[src/rtl/fft_pkg.sv]
// rtl/fft_pkg.sv - shared types and defaults for the FFT butterfly-stage blocks
package fft_pkg;

   localparam int DEFAULT_WIDTH      = 10;
   localparam int DEFAULT_DATA_WIDTH = 16;

   typedef enum logic [1:0] {
      IDLE   = 2'd0,
      FIRST  = 2'd1,
      SECOND = 2'd2
   } seq_state_t;

   typedef logic signed [DEFAULT_WIDTH-1:0] sample_t;

endpackage

[src/rtl/bf_seq_mux_if.sv]
// rtl/bf_seq_mux_if.sv - butterfly result input and vector stream output bundle
interface bf_seq_mux_if
   import fft_pkg::*;
#(
   parameter int WIDTH      = DEFAULT_WIDTH,
   parameter int DATA_WIDTH = DEFAULT_DATA_WIDTH
) ();

   logic                                     in_valid;
   logic                                     in_ready;
   logic                                     sw;
   logic signed [0:DATA_WIDTH-1][WIDTH-1:0]  add_re;
   logic signed [0:DATA_WIDTH-1][WIDTH-1:0]  add_im;
   logic signed [0:DATA_WIDTH-1][WIDTH-1:0]  sub_re;
   logic signed [0:DATA_WIDTH-1][WIDTH-1:0]  sub_im;

   logic                                     out_valid;
   logic                                     out_ready;
   logic                                     out_sel;
   logic                                     out_last;
   logic signed [0:DATA_WIDTH-1][WIDTH-1:0]  dout_re;
   logic signed [0:DATA_WIDTH-1][WIDTH-1:0]  dout_im;

   modport master (
      output in_valid, sw, add_re, add_im, sub_re, sub_im, out_ready,
      input  in_ready, out_valid, out_sel, out_last, dout_re, dout_im
   );

   modport slave (
      input  in_valid, sw, add_re, add_im, sub_re, sub_im, out_ready,
      output in_ready, out_valid, out_sel, out_last, dout_re, dout_im
   );

endinterface

[src/rtl/bf_seq_mux.sv]
// rtl/bf_seq_mux.sv - registered add/sub vector sequencer with valid/ready output
module bf_seq_mux
   import fft_pkg::*;
#(
   parameter int WIDTH      = DEFAULT_WIDTH,
   parameter int DATA_WIDTH = DEFAULT_DATA_WIDTH,
   parameter bit PASS_MODE  = 1'b0
) (
   input  logic        clk,
   input  logic        rst,
   bf_seq_mux_if.slave bus
);

   seq_state_t state, state_nxt;

   logic                              first_sel;
   logic                              out_sel_q;
   logic                              out_last_q;
   logic [0:DATA_WIDTH-1][WIDTH-1:0]  dout_re_q;
   logic [0:DATA_WIDTH-1][WIDTH-1:0]  dout_im_q;
   // The first beat goes straight into the output register, so only the
   // second vector of a serialize pair needs a separate holding buffer.
   logic [0:DATA_WIDTH-1][WIDTH-1:0]  sec_re;
   logic [0:DATA_WIDTH-1][WIDTH-1:0]  sec_im;

   logic last_beat;
   logic in_ready;
   logic accept;
   logic advance;

   always_comb begin
      state_nxt = state;
      last_beat = 1'b0;
      in_ready  = 1'b0;
      accept    = 1'b0;
      advance   = 1'b0;

      case (state)
         FIRST:   last_beat = PASS_MODE;
         SECOND:  last_beat = 1'b1;
         default: last_beat = 1'b0;
      endcase

      in_ready = (state == IDLE) || (last_beat && bus.out_ready);
      accept   = bus.in_valid && in_ready;
      advance  = (state == FIRST) && bus.out_ready && !PASS_MODE;

      case (state)
         IDLE: begin
            if (accept) state_nxt = FIRST;
         end
         FIRST: begin
            if (bus.out_ready) begin
               if (!PASS_MODE)  state_nxt = SECOND;
               else if (accept) state_nxt = FIRST;
               else             state_nxt = IDLE;
            end
         end
         SECOND: begin
            if (bus.out_ready) state_nxt = accept ? FIRST : IDLE;
         end
         default: state_nxt = IDLE;
      endcase
   end

   always_ff @(posedge clk or posedge rst) begin
      if (rst) state <= IDLE;
      else     state <= state_nxt;
   end

   always_ff @(posedge clk or posedge rst) begin
      if (rst) begin
         first_sel  <= 1'b0;
         out_sel_q  <= 1'b0;
         out_last_q <= 1'b0;
         dout_re_q  <= '0;
         dout_im_q  <= '0;
         sec_re     <= '0;
         sec_im     <= '0;
      end else if (accept) begin
         first_sel  <= bus.sw;
         out_sel_q  <= bus.sw;
         out_last_q <= PASS_MODE;
         dout_re_q  <= bus.sw ? bus.sub_re : bus.add_re;
         dout_im_q  <= bus.sw ? bus.sub_im : bus.add_im;
         if (!PASS_MODE) begin
            sec_re <= bus.sw ? bus.add_re : bus.sub_re;
            sec_im <= bus.sw ? bus.add_im : bus.sub_im;
         end
      end else if (advance) begin
         out_sel_q  <= ~first_sel;
         out_last_q <= 1'b1;
         dout_re_q  <= sec_re;
         dout_im_q  <= sec_im;
      end
   end

   assign bus.in_ready  = in_ready;
   assign bus.out_valid = (state != IDLE);
   assign bus.out_sel   = out_sel_q;
   assign bus.out_last  = out_last_q;
   assign bus.dout_re   = dout_re_q;
   assign bus.dout_im   = dout_im_q;

endmodule

[src/flat_wrapper.sv]
// flat-port wrapper written by rule: the top's interface ports become plain ports
module bf_seq_mux_flat import fft_pkg::*;
#(
   parameter int WIDTH      = DEFAULT_WIDTH,
   parameter int DATA_WIDTH = DEFAULT_DATA_WIDTH,
   parameter bit PASS_MODE  = 1'b0
)
  (clk, rst, bus_in_valid, bus_sw, bus_add_re, bus_add_im, bus_sub_re, bus_sub_im, bus_out_ready, bus_in_ready, bus_out_valid, bus_out_sel, bus_out_last, bus_dout_re, bus_dout_im);
  bf_seq_mux_if #(.WIDTH(WIDTH), .DATA_WIDTH(DATA_WIDTH)) bus_i ();
  input  logic clk;
  input  logic rst;
  input wire logic [$bits(bus_i.in_valid)-1:0] bus_in_valid;
  input wire logic [$bits(bus_i.sw)-1:0] bus_sw;
  input wire logic [$bits(bus_i.add_re)-1:0] bus_add_re;
  input wire logic [$bits(bus_i.add_im)-1:0] bus_add_im;
  input wire logic [$bits(bus_i.sub_re)-1:0] bus_sub_re;
  input wire logic [$bits(bus_i.sub_im)-1:0] bus_sub_im;
  input wire logic [$bits(bus_i.out_ready)-1:0] bus_out_ready;
  output wire logic [$bits(bus_i.in_ready)-1:0] bus_in_ready;
  output wire logic [$bits(bus_i.out_valid)-1:0] bus_out_valid;
  output wire logic [$bits(bus_i.out_sel)-1:0] bus_out_sel;
  output wire logic [$bits(bus_i.out_last)-1:0] bus_out_last;
  output wire logic [$bits(bus_i.dout_re)-1:0] bus_dout_re;
  output wire logic [$bits(bus_i.dout_im)-1:0] bus_dout_im;
  assign bus_i.in_valid = bus_in_valid;
  assign bus_i.sw = bus_sw;
  assign bus_i.add_re = bus_add_re;
  assign bus_i.add_im = bus_add_im;
  assign bus_i.sub_re = bus_sub_re;
  assign bus_i.sub_im = bus_sub_im;
  assign bus_i.out_ready = bus_out_ready;
  assign bus_in_ready = bus_i.in_ready;
  assign bus_out_valid = bus_i.out_valid;
  assign bus_out_sel = bus_i.out_sel;
  assign bus_out_last = bus_i.out_last;
  assign bus_dout_re = bus_i.dout_re;
  assign bus_dout_im = bus_i.dout_im;
  bf_seq_mux #(.WIDTH(WIDTH), .DATA_WIDTH(DATA_WIDTH), .PASS_MODE(PASS_MODE)) u_core (.clk(clk), .rst(rst), .bus(bus_i));
endmodule
[config.mk]
export PLATFORM = sky130hd
export DESIGN_NAME = bf_seq_mux_flat
export DESIGN_NICKNAME = d
export VERILOG_FILES = /design/src/rtl/fft_pkg.sv /design/src/rtl/bf_seq_mux_if.sv /design/src/rtl/bf_seq_mux.sv /design/src/flat_wrapper.sv
export SDC_FILE = /design/constraint.sdc
export NUM_CORES = 2
export LEC_CHECK = 0
export BUFFER_PORTS_ARGS = -buffer_cell sky130_fd_sc_hd__buf_2
export CAP_MARGIN = 40
export CORE_AREA = 3 3 373 375
export CTS_CLUSTER_SIZE = 8
export DETAILED_ROUTE_END_ITERATION = 12
export DIE_AREA = 0 0 376 378
export GPL_TIMING_DRIVEN = 0
export HOLD_SLACK_MARGIN = 0.05
export PLACE_DENSITY = 0.44
export SLEW_MARGIN = 5
export SYNTH_ARGS = -nofsm -noshare
export SYNTH_HDL_FRONTEND = slang
export SYNTH_SLANG_ARGS = --single-unit
[constraint.sdc]
create_clock -name clk -period 27.4 [get_ports clk]
set_input_delay 1.37 -clock clk [delete_from_list [all_inputs] [get_ports clk]]
set_output_delay 1.37 -clock clk [all_outputs]
set_load 0.05 [all_outputs]
==> impl_table.tex <==
\begin{tabular}{lr}
\hline
Metric & Value \\
\hline
\multicolumn{2}{l}{\textbf{Outcome}} \\
\quad Outcome & completed \\
\multicolumn{2}{l}{\textbf{Detailed routing}} \\
\quad Violation count after the first detailed-route iteration & 889 \\
\quad Avg Vias per Cell & 4.55 \\
\quad Total detailed-routing wirelength & 135000 µm \\
\quad Iteration count of the initial detailed-routing pass & 4 \\
\quad Routed wire per std cell & 25.3 µm \\
\quad Total via count in the routed design & 24300 \\
\quad Post-route ant nets & 0 \\
\quad Residual DRC & 0 \\
\multicolumn{2}{l}{\textbf{Logic synthesis}} \\
\quad Adder-Cell Fraction of Synth Area & 0\% \\
\quad Number of library cell types mapped by synthesis & 19 \\
\quad YS warnings & 0 \\
\quad Post-synth top area share & 47.2\% \\
\quad Share of the synthesized area in compound gates (AO/OA/AOI/OAI) & 0.0549\% \\
\quad Post-synthesis cell count & 2440 \\
\quad Portion of the post-synthesis area used by sequential elements & 47.2\% \\
\quad Share of synthesized cell area in and, or, nand and nor gates & 0.187\% \\
\quad Main combinational cell family by area after synthesis & multiplexers \\
\quad Area contributors post-synth & sky130\_fd\_sc\_hd\_\_dfrtp\_1 (47\%), sky130\_fd\_sc\_hd\_\_mux2i\_1 (28\%), sky130\_fd\_sc\_hd\_\_mux2\_2 (21\%), sky130\_fd\_sc\_hd\_\_buf\_2 (1.3\%), sky130\_fd\_sc\_hd\_\_buf\_6 (0.92\%) \\
\quad Multiplexer share of the synthesized area & 49.2\% \\
\quad Synthesized cell area & 34200 µm² \\
\quad Synth Net Count & 3085 \\
\quad Post-synthesis area per instance & 14.0 µm² \\
\quad Yosys reg bits & 645 \\
\quad Post-synthesis xor/xnor area fraction & 0\% \\
\quad Leading area contributor after synthesis & sky130\_fd\_sc\_hd\_\_dfrtp\_1 \\
\multicolumn{2}{l}{\textbf{Placement}} \\
\quad Placer's final routability congestion estimate & 0.787 \\
\quad DP HPWL & 104000 µm \\
\quad Total instance count after detailed placement & 5196 \\
\quad Buffers added on ports & 967 \\
\multicolumn{2}{l}{\textbf{Layout}} \\
\quad Post-layout net count & 4154 \\
\quad Final Instance Count excl. Fillers & 5338 \\
\quad Area Growth Syn to Fin & 28.8\% \\
\quad Fill cell instance count of the final layout & 13900 \\
\quad Ratio of cells with drive above 1 in the final layout & 53.2\% \\
\multicolumn{2}{l}{\textbf{Clocking}} \\
\quad H-tree levels & 3 \\
\quad Buffers from clock root to sink, at most & 3 \\
\quad Clock-pin transition on the worst setup and hold timing paths & 50 ps \\
\quad Number of instances resized during post-cts repair & 0 \\
\quad TritonCTS clock tree & done \\
\quad Clock Sinks & 645 \\
\quad Number of buffers added to fix hold violations after cts & 0 \\
\quad Post CTS Setup Buffer Count & 0 \\
\quad Clk Latency, worst-skew pair & 670 ps \\
\quad Cts bufs inserted & 92 \\
\quad Buffer cell driving the clock tree root & sky130\_fd\_sc\_hd\_\_clkbuf\_16 \\
\multicolumn{2}{l}{\textbf{Critical path}} \\
\quad Critical Path Source & bus\_out\_ready \\
\quad Worst Path Required & 26030 ps \\
\quad Slowest library cell on the worst path & sky130\_fd\_sc\_hd\_\_buf\_2 \\
\quad Largest fanout of any net on the critical path & 4 \\
\quad Largest incremental delay on the critical path & 220 ps \\
\quad Startpoint of the worst-slack reg-to-reg timing path & u\_core.state[0] \\
\quad Startpoint Class & input port \\
\quad Most frequent cell on the critical path & sky130\_fd\_sc\_hd\_\_buf\_2 \\
\quad Family of cells with the greatest summed delay on the critical path & buffers and inverters \\
\quad Worst Setup End Kind & output pin \\
\quad Critical path type & input port to output pin \\
\quad CP Cell Sequence & buf\_2 > nor2b\_2 > nor2\_1 > buf\_2 \\
\quad CP bufs+invs & 2 \\
\quad Endpoint arrival time on the critical path & 1950 ps \\
\multicolumn{2}{l}{\textbf{Global route}} \\
\quad Grt total ovfl & 0 \\
\quad Wire length of the first global-routing pass & 189000 µm \\
\quad Global-route track usage on met1 & 21.7\% \\
\quad Pin count of the biggest net entering global routing & 109 \\
\quad Antenna violations before repair & 89 \\
\quad Grt met2 use & 31.8\% \\
\quad Gr usage total & 18.3\% \\
\quad Number of global-route vias before repair & 25700 \\
\quad Met3 Usage GRT & 5.71\% \\
\quad GR peak layer & met2 \\
\multicolumn{2}{l}{\textbf{Timing}} \\
\quad Slew at the pin closest to its max-slew limit & 854 ps \\
\quad Final worst-path cycle share & 12.1\% \\
\quad Final Max Tran Viols & 0 \\
\quad Worst max-slew margin expressed relative to the limit & 43.1\% \\
\quad Setup repair after global routing missed its margin & false \\
\quad Final hold viol count & 0 \\
\quad Min Clock Period, post-route & 3320 ps \\
\quad Highest clock frequency the design can meet & 301 MHz \\
\quad Total setup violations reported at the end of the flow & 0 \\
\quad Largest clock skew in the final design & 22.4 ps \\
\multicolumn{2}{l}{\textbf{Die}} \\
\quad Total I/O pin count & 969 \\
\quad Die span in y & 378 µm \\
\quad Floorplan Core Area & 136000 µm² \\
\quad Number of rows created at floorplan & 135 \\
\quad Initial Utilization & 25.2\% \\
\quad Overall die width & 376 µm \\
\quad Floorplan die area & 142000 µm² \\
\multicolumn{2}{l}{\textbf{Worst hold path}} \\
\quad Hold Path Origin & u\_core.sec\_im[149] \\
\quad Class of the tightest hold or removal check & flip-flop to flip-flop \\
\multicolumn{2}{l}{\textbf{Flow run}} \\
\quad Reported max-cap violation count & 0 \\
\multicolumn{2}{l}{\textbf{Pwr}} \\
\quad Static leakage power & 21.6 nW \\
\quad Worst vdd ir & 56.2 µV \\
\quad Power density cells & 119 nW/µm² \\
\quad Power Total & 5.23 mW \\
\hline
\end{tabular}
flip-flops by register name, indices dropped and copies added (netlist names):
| register | cells |
|---|---|
| u_core.sec_im | 160 |
| u_core.bus.dout_re | 160 |
| u_core.bus.out_last | 1 |
| u_core.bus.out_sel | 1 |
| u_core.sec_re | 160 |
| u_core.state | 2 |
| u_core.bus.dout_im | 160 |
| u_core.first_sel | 1 |
where the power goes:
| group | internal, mW | switching (mW) | leakage (nW) |
|---|---|---|---|
| registers | 1.45 | 0.263 | 7.54 |
| logic | 0.820 | 1.64 | 12.9 |
| clock network | 0.611 | 0.448 | 1.22 |
final timing paths:
| path | to | slack (ps) | cells after the start |
|---|---|---|---|
| worst max-delay path | bus_in_ready | 24080 | 4 |
| worst min-delay path | u_core.sec_im[149] | 500 | 1 |
| worst max register to register | u_core.bus.dout_re[55] | 25070 | 6 |
| worst min register to register | u_core.sec_im[149] | 500 | 1 |
| max in group asynchronous | u_core.bus.dout_re[118] | 24540 | 5 |
| min in group asynchronous | u_core.bus.dout_im[77] | 810 | 2 |
metrics by stage:
step / cell area, µm² / setup WS (ps) / TNS [ps] / utilization, % / hold WS [ps]
CTS: 44000 / 24060 / 0 / 32.4 / 506
floorplan: 34200 / 7960 / 0 / - / 480
detailed placement: 41500 / 23720 / 0 / 30.6 / 494
global placement: 41300 / -2540 / -1528890 / 30.4 / 489
finish: 44100 / 24080 / 0 / 32.5 / 501
global route: 44000 / 24040 / 0 / 32.5 / 509
routing by layer:
layer  routed length, µm  share of wire, %
met1               55300                41
met3                9490               7.0
met5                 379              0.28
met2               66600                49
met4                3380               2.5
Yosys cell counts:
cell / n
sky130_fd_sc_hd__mux2i_1: 960
sky130_fd_sc_hd__dfrtp_1: 645
sky130_fd_sc_hd__mux2_2: 642
sky130_fd_sc_hd__buf_2: 90
sky130_fd_sc_hd__buf_4: 39
sky130_fd_sc_hd__buf_6: 28
sky130_fd_sc_hd__clkbuf_1: 18
sky130_fd_sc_hd__buf_1: 3
sky130_fd_sc_hd__nor2_1: 3
sky130_fd_sc_hd__inv_1: 2
sky130_fd_sc_hd__o21ai_0: 2
sky130_fd_sc_hd__a22o_1: 1
sky130_fd_sc_hd__and2_1: 1
sky130_fd_sc_hd__nand2b_1: 1
sky130_fd_sc_hd__nand3b_1: 1
sky130_fd_sc_hd__nor2b_2: 1
sky130_fd_sc_hd__nor3_1: 1
sky130_fd_sc_hd__nor3b_2: 1
sky130_fd_sc_hd__or2_2: 1
layout make-up:
cell class                 instances  area, µm²  share of cell area [%]
inverter                           2       15.0                  0.0341
clock buffer                     108       2400                    5.46
antenna                           28       70.1                   0.159
sequential                       645      16100                    36.6
timing repair buffer             975       5030                    11.4
tap                             1781       2230                    5.06
clock inverter                     6        110                   0.250
buffer                           178       1140                    2.58
multi-input combinational       1615      16900                    38.4
logic make-up after synthesis:
logic type	count (synthesis)
AOI/OAI and AO/OA	3
buffers and inverters	180
DFF	645
muxes	1602
and+or+nand+nor	10
cells in the final DEF, fill, tap and decap left out:
cell / instances
sky130_fd_sc_hd__buf_2: 1057
sky130_fd_sc_hd__mux2i_1: 960
sky130_fd_sc_hd__dfrtp_1: 645
sky130_fd_sc_hd__mux2_2: 642
sky130_fd_sc_hd__clkbuf_16: 94
sky130_fd_sc_hd__buf_4: 39
sky130_fd_sc_hd__clkbuf_1: 32
sky130_fd_sc_hd__buf_6: 29
sky130_fd_sc_hd__diode_2: 28
sky130_fd_sc_hd__buf_16: 6
sky130_fd_sc_hd__buf_1: 3
sky130_fd_sc_hd__nor2_1: 3
sky130_fd_sc_hd__o21ai_0: 2
sky130_fd_sc_hd__clkinv_8: 2
sky130_fd_sc_hd__inv_16: 2
sky130_fd_sc_hd__nand3b_1: 1
sky130_fd_sc_hd__nor2b_2: 1
sky130_fd_sc_hd__nor3b_2: 1
sky130_fd_sc_hd__or2_2: 1
sky130_fd_sc_hd__inv_8: 1
sky130_fd_sc_hd__and2_1: 1
sky130_fd_sc_hd__a22o_1: 1
sky130_fd_sc_hd__nand2b_1: 1
sky130_fd_sc_hd__nor3_1: 1
sky130_fd_sc_hd__inv_1: 1
sky130_fd_sc_hd__clkinvlp_4: 1
sky130_fd_sc_hd__clkinv_16: 1
sky130_fd_sc_hd__buf_8: 1
No activity file was read; power rests on OpenSTA's default activity.
